==> src/rtl/sysid_verify_ctrl.sv <==
// Reads the sysid ID (address 0) and timestamp (address 1) words over Avalon-MM,
// compares them with build-time constants and reports pass, mismatch or timeout.
module sysid_verify_ctrl #(
  parameter logic [31:0] EXPECTED_ID    = 32'h0000_0000,
  parameter logic [31:0] EXPECTED_TS    = 32'h52EE_3423,
  parameter int unsigned TIMEOUT_CYCLES = 255,
  parameter int unsigned MAX_RETRIES    = 3
) (
  input  logic        clock,
  input  logic        reset_n,
  input  logic        start,
  output logic        avm_address,
  output logic        avm_read,
  input  logic [31:0] avm_readdata,
  input  logic        avm_waitrequest,
  output logic        busy,
  output logic        done,
  output logic        pass,
  output logic        id_mismatch,
  output logic        ts_mismatch,
  output logic        timeout_err,
  output logic [31:0] id_value,
  output logic [31:0] ts_value
);

  localparam int unsigned   TW      = $clog2(TIMEOUT_CYCLES + 1);
  localparam logic [TW-1:0] T_LIMIT = TW'(TIMEOUT_CYCLES);
  localparam logic [3:0]    R_LIMIT = 4'(MAX_RETRIES);

  typedef enum logic [2:0] {
    S_IDLE,
    S_RD_ID,
    S_RD_TS,
    S_CHECK,
    S_DONE
  } state_t;

  state_t        r_state;
  state_t        w_next;
  logic          r_gap;
  logic [TW-1:0] r_tcnt;
  logic [3:0]    r_retry;
  logic          r_pass;
  logic          r_id_mis;
  logic          r_ts_mis;
  logic          r_timeout;
  logic [31:0]   r_id_value;
  logic [31:0]   r_ts_value;

  logic w_start;
  logic w_active;
  logic w_accept;
  logic w_stall;
  logic w_expire;
  logic w_give_up;

  assign w_start   = start && ((r_state == S_IDLE) || (r_state == S_DONE));
  // r_gap marks the single idle cycle between an abandoned read and its reissue
  assign w_active  = ((r_state == S_RD_ID) || (r_state == S_RD_TS)) && !r_gap;
  assign w_accept  = w_active && !avm_waitrequest;
  assign w_stall   = w_active && avm_waitrequest;
  assign w_expire  = w_stall && (r_tcnt == T_LIMIT - TW'(1));
  assign w_give_up = w_expire && (r_retry >= R_LIMIT);

  always_ff @(posedge clock) begin
    if (!reset_n) r_state <= S_IDLE;
    else          r_state <= w_next;
  end

  always_comb begin
    w_next      = r_state;
    avm_read    = 1'b0;
    avm_address = 1'b0;
    busy        = 1'b0;
    done        = 1'b0;
    case (r_state)
      S_IDLE: begin
        if (start) w_next = S_RD_ID;
      end
      S_RD_ID: begin
        avm_read = !r_gap;
        busy     = 1'b1;
        if (w_give_up)     w_next = S_DONE;
        else if (w_accept) w_next = S_RD_TS;
      end
      S_RD_TS: begin
        avm_read    = !r_gap;
        avm_address = 1'b1;
        busy        = 1'b1;
        if (w_give_up)     w_next = S_DONE;
        else if (w_accept) w_next = S_CHECK;
      end
      S_CHECK: begin
        busy   = 1'b1;
        w_next = S_DONE;
      end
      S_DONE: begin
        done = 1'b1;
        if (start) w_next = S_RD_ID;
      end
      default: w_next = S_IDLE;
    endcase
  end

  always_ff @(posedge clock) begin
    if (!reset_n) begin
      r_gap      <= 1'b0;
      r_tcnt     <= '0;
      r_retry    <= '0;
      r_pass     <= 1'b0;
      r_id_mis   <= 1'b0;
      r_ts_mis   <= 1'b0;
      r_timeout  <= 1'b0;
      r_id_value <= '0;
      r_ts_value <= '0;
    end else begin
      if (w_start) begin
        r_gap     <= 1'b0;
        r_tcnt    <= '0;
        r_retry   <= '0;
        r_pass    <= 1'b0;
        r_id_mis  <= 1'b0;
        r_ts_mis  <= 1'b0;
        r_timeout <= 1'b0;
      end
      if (w_accept) begin
        if (r_state == S_RD_ID) r_id_value <= avm_readdata;
        else                    r_ts_value <= avm_readdata;
        r_tcnt  <= '0;
        r_retry <= '0;
      end else if (w_stall) begin
        if (w_expire) begin
          r_tcnt <= '0;
          if (w_give_up) r_timeout <= 1'b1;
          else           r_gap     <= 1'b1;
        end else if (r_tcnt != T_LIMIT) begin
          r_tcnt <= r_tcnt + TW'(1);
        end
      end
      if (r_gap) begin
        r_gap <= 1'b0;
        if (r_retry != 4'hF) r_retry <= r_retry + 4'd1;
      end
      if (r_state == S_CHECK) begin
        r_id_mis <= (r_id_value != EXPECTED_ID);
        r_ts_mis <= (r_ts_value != EXPECTED_TS);
        r_pass   <= (r_id_value == EXPECTED_ID) && (r_ts_value == EXPECTED_TS);
      end
    end
  end

  assign pass        = r_pass;
  assign id_mismatch = r_id_mis;
  assign ts_mismatch = r_ts_mis;
  assign timeout_err = r_timeout;
  assign id_value    = r_id_value;
  assign ts_value    = r_ts_value;

endmodule

==> config.mk <==
export PLATFORM = sky130hd
export DESIGN_NAME = sysid_verify_ctrl
export DESIGN_NICKNAME = d
export VERILOG_FILES = /design/src/rtl/sysid_verify_ctrl.sv
export SDC_FILE = /design/constraint.sdc
export NUM_CORES = 1
export LEC_CHECK = 0
export BUFFER_PORTS_ARGS = -buffer_cell sky130_fd_sc_hd__buf_2
export CORE_ASPECT_RATIO = 0.75
export CORE_MARGIN = 2
export CORE_UTILIZATION = 30
export CTS_BUF_LIST = sky130_fd_sc_hd__clkbuf_8
export DETAILED_ROUTE_END_ITERATION = 8
export GPL_TIMING_DRIVEN = 0
export PLACE_DENSITY_LB_ADDON = 0.15
export SYNTH_ARGS = -nofsm -noshare
export SYNTH_HDL_FRONTEND = slang
export SYNTH_SLANG_ARGS = --single-unit
==> constraint.sdc <==
create_clock -name clock -period 2.5 [get_ports clock]
set_input_delay 0.5 -clock clock [delete_from_list [all_inputs] [get_ports clock]]
set_output_delay 0.5 -clock clock [all_outputs]
set_load 0.02 [all_outputs]
==> impl_summary.txt <==
----------------------------------------------------
[STA]
  Highest achievable clock rate ... 0.458 GHz
  Total negative slack for setup checks ... 0 ns
  Endpoints failing setup ... 0
  Period minus WS final ... 2.18 ns
  Final count of hold timing violations ... 0
  Post-Route Skew ... 0.00994 ns
  Pin slew with the least headroom to its limit ... 0.950 ns
  Setup repair after global routing missed its margin ... no
  Rel. slew slack ... 0.361
  Slew Viols, Final ... 0
  Ratio of final minimum period to clock period ... 0.874
  Worst hold margin ... 0.378 ns

[Synth]
  Average footprint of a synthesized cell ... 7.74 µm²
  Count of flip-flops with a built-in enable after synthesis ... 0
  Most frequently used cell type in the post-synthesis netlist ... nand2_1
  Synth cell count leaders ... 145 x nand2_1, 84 x dfxtp_1, 73 x a21oi_1, 25 x clkbuf_1
  Cell accounting for the most synthesized area ... dfxtp_1
  Warnings, synthesis ... 0
  Distinct cell type count of the synthesized netlist ... 39
  XOR/XNOR Fraction of Synth Area ... 0.0127
  Main combinational cell family by area after synthesis ... simple AND/OR/NAND/NOR gates
  Leading register cell type out of synthesis ... dfxtp_1
  Compound-Gate Fraction of Synth Area ... 0.145
  Fraction of synthesized area in multiplexers ... 0.00654
  Post-Synth Adder-Cell Area ... 0.0109
  Register bit total from synthesis ... 84
  Seq/Total Area, Yosys ... 0.488
  Synth Instances ... 445
  Cell area after synthesis ... 3450 µm²
  Fraction of synthesis flops using an asynchronous set or reset pin ... 0
  Portion of synthesized cell area occupied by the leading cell type ... 0.488
  Net count after synthesis ... 484
  Synth Area in Simple Gates ... 0.301
  Most area-consuming cells after synthesis ... dfxtp_1 49%, nand2_1 16%, a21oi_1 11%

[Pwr]
  Post-layout total power ... 2990 µW
  Leakage ... 0.00177 µW
  Power density over cell area ... 679 nW/µm²
  Maximum resistive drop on vdd ... 0.357 mV

[Drt]
  Antenna Nets Post-Route ... 0
  Number of vias after detailed routing ... 3447
  Final routed wirelength across all metal layers ... 10500 µm
  Routed WL per cell ... 14.9 µm
  DRT Pass-1 Iters ... 4
  Drt via density ... 4.87
  Number of DRC markers after the initial detailed-route iteration ... 177
  DRC violations left ... 0

[Final layout]
  Number of antenna cells inserted ... 0
  Layout cells sized above 1 ... 0.229
  Filler Cells Inserted ... 1199
  Signed area change from the synthesized netlist to the final layout ... 27.9%
  Layout Cell Area excl Fill ... 4410 µm²
  Layout Nets ... 602

[Clocking]
  Clock buffer count from CTS ... 9
  Clock-pin transition on the worst setup and hold timing paths ... 0.09 ns
  Number of buffers added for setup after CTS ... 0
  CTS tree ... built
  CTS H-tree depth ... 3
  Cts-stage hold buffer count ... 0
  Insertion delay of the later-clocked pin in the worst-skew pair ... 0.37 ns
  Clock tree root driver cell ... clkbuf_8
  Sink Count ... 84
  Longest Clk Path Bufs ... 2
  Cells resized by post-CTS repair ... 0

[Worst setup path]
  Capturing element type of the critical path ... register
  Reg2Reg Setup Slack ... 0.32 ns
  Highest fanout seen on the critical path ... 5
  Peak per-stage delay on the critical path ... 0.73 ns
  Number of cells on the worst reg-to-reg path ... 5
  Startpoint type of the worst setup path ... register
  Cells along the critical path ... or3b_1 -> or2_1 -> nor4_1 -> o21ai_0 -> a31oi_1
  Data arrival time of the worst path ... 2.47 ns
  Number of buffer and inverter instances along the worst setup path ... 0
  Instance count on the critical path ... 5
  Largest delay contributor family on the critical path ... simple AND/OR/NAND/NOR gates
  Cell with the largest stage delay on the worst path ... nor4_1
  Req. time, crit path ... 2.79 ns
  Startpoint-to-endpoint class of the critical path ... reg2reg

[GRT]
  Met1 track demand over resource ... 0.249
  Sum of overflow across all layers after global routing ... 0
  GR met2 Demand/Resource ... 0.240
  Largest net degree at the start of global routing ... 15
  Number of antenna violations at the first check in global routing ... 0
  GRT Total Usage ... 0.173
  Wire length of the first global-routing pass ... 16700 µm
  GR peak layer ... met1
  Met3 usage ... 0.0653
  Vias in the first global route ... 3159

[Die]
  Starting utilization of the core area ... 0.311
  Core area ... 11100 µm²
  Die H ... 96.8 µm
  Die outline area ... 12400 µm²
  Standard-cell rows ... 33
  I/O pin cnt ... 108
  Die Wd ... 128 µm

[Placement]
  Placed cell area ... 4150 µm²
  Hpwl dp ... 8120 µm
  Placer congestion estimate ... 0.812
  Number of buffers added on ports ... 106

[Job]
  Number of violations of the max-capacitance limit ... 0

[Hold path]
  Depth of the worst hold-timing path ... 3
  Type of the worst min-delay path ... in2reg

[Outcome]
  Outcome ... completed

----------------------------------------------------
## cell usage in the layout, fill, tap and decap left out, types with 3 or more instances in the layout
master and count:
nor4bb_1 3, bufinv_16 3, xnor2_1 4, nand2b_1 6
and2_1 4, dfxtp_1 84, nand3_1 7, nor3_1 6
nor2_1 15, clkbuf_1 25, a21oi_1 73, a211oi_1 3
nor4_1 15, ha_1 3, buf_2 109, nand4_1 8
o21ai_0 8, nand2_1 145, nor4b_1 3, inv_1 3
clkbuf_8 10
## layer usage
layer | part of all wire | vias up | routed length, µm
met5 | 0 | - | 0
met4 | 0.0067 | 0 | 71
met3 | 0.070 | 6 | 740
met2 | 0.42 | 87 | 4400
met1 | 0.51 | 1595 | 5330
li1 | - | 1759 | -
## flip-flops by register name (all words and copies together) (netlist names)
signal	cells
timeout_err	1
ts_mismatch	1
r_gap	1
id_mismatch	1
ts_value	32
pass	1
r_tcnt	8
id_value	32
r_state	3
r_retry	4
## area by class of cell
cell class | instances | area, µm² | share of cell area
plain buffers | 28 | 109 | 0.0247
clock buffers | 10 | 138 | 0.0312
clock inverters | 6 | 111 | 0.0253
inverters | 4 | 15.0 | 0.00341
multi-input cells | 329 | 1640 | 0.372
flip-flops and latches | 84 | 1680 | 0.382
well taps | 140 | 175 | 0.0398
repair buffers | 107 | 536 | 0.122
## report_power, final
group | internal [µW] | switching, µW | leakage [µW]
Combinational | 123 | 253 | 0.000965
Sequential | 1380 | 31.6 | 0.000680
Clock | 691 | 512 | 0.000122
## path summary, 6_finish.rpt
path | end | start
setup / recovery | r_state[2] | r_state[2]
hold / removal | ts_value[2] | avm_readdata[2]
setup reg to reg | r_state[2] | r_state[2]
hold reg to reg | pass | pass
## cells by family after synthesis
family	count (synthesis)
buf+inv	32
simple gates	226
compound gates	93
flops	84
xor+xnor	5
fa+ha+maj	3
mux	2
## worst reg2reg max path: cells and delay by family, from the launching register on
| family | cells | cell delay (ns) |
|---|---|---|
| DFF | 1 | 0.34 |
| and+or+nand+nor | 3 | 1.35 |
| AOI/OAI and AO/OA | 2 | 0.43 |
## per-stage QoR
step	worst slack, ns	cells	util
after floorplan	0.498	445	-
after global placement	0.0457	691	0.375
after detailed placement	0.0509	691	0.375
after CTS	0.222	707	0.398
after global routing	0.117	708	0.398
final	0.315	708	0.398
(Power assumes the default switching activity.)
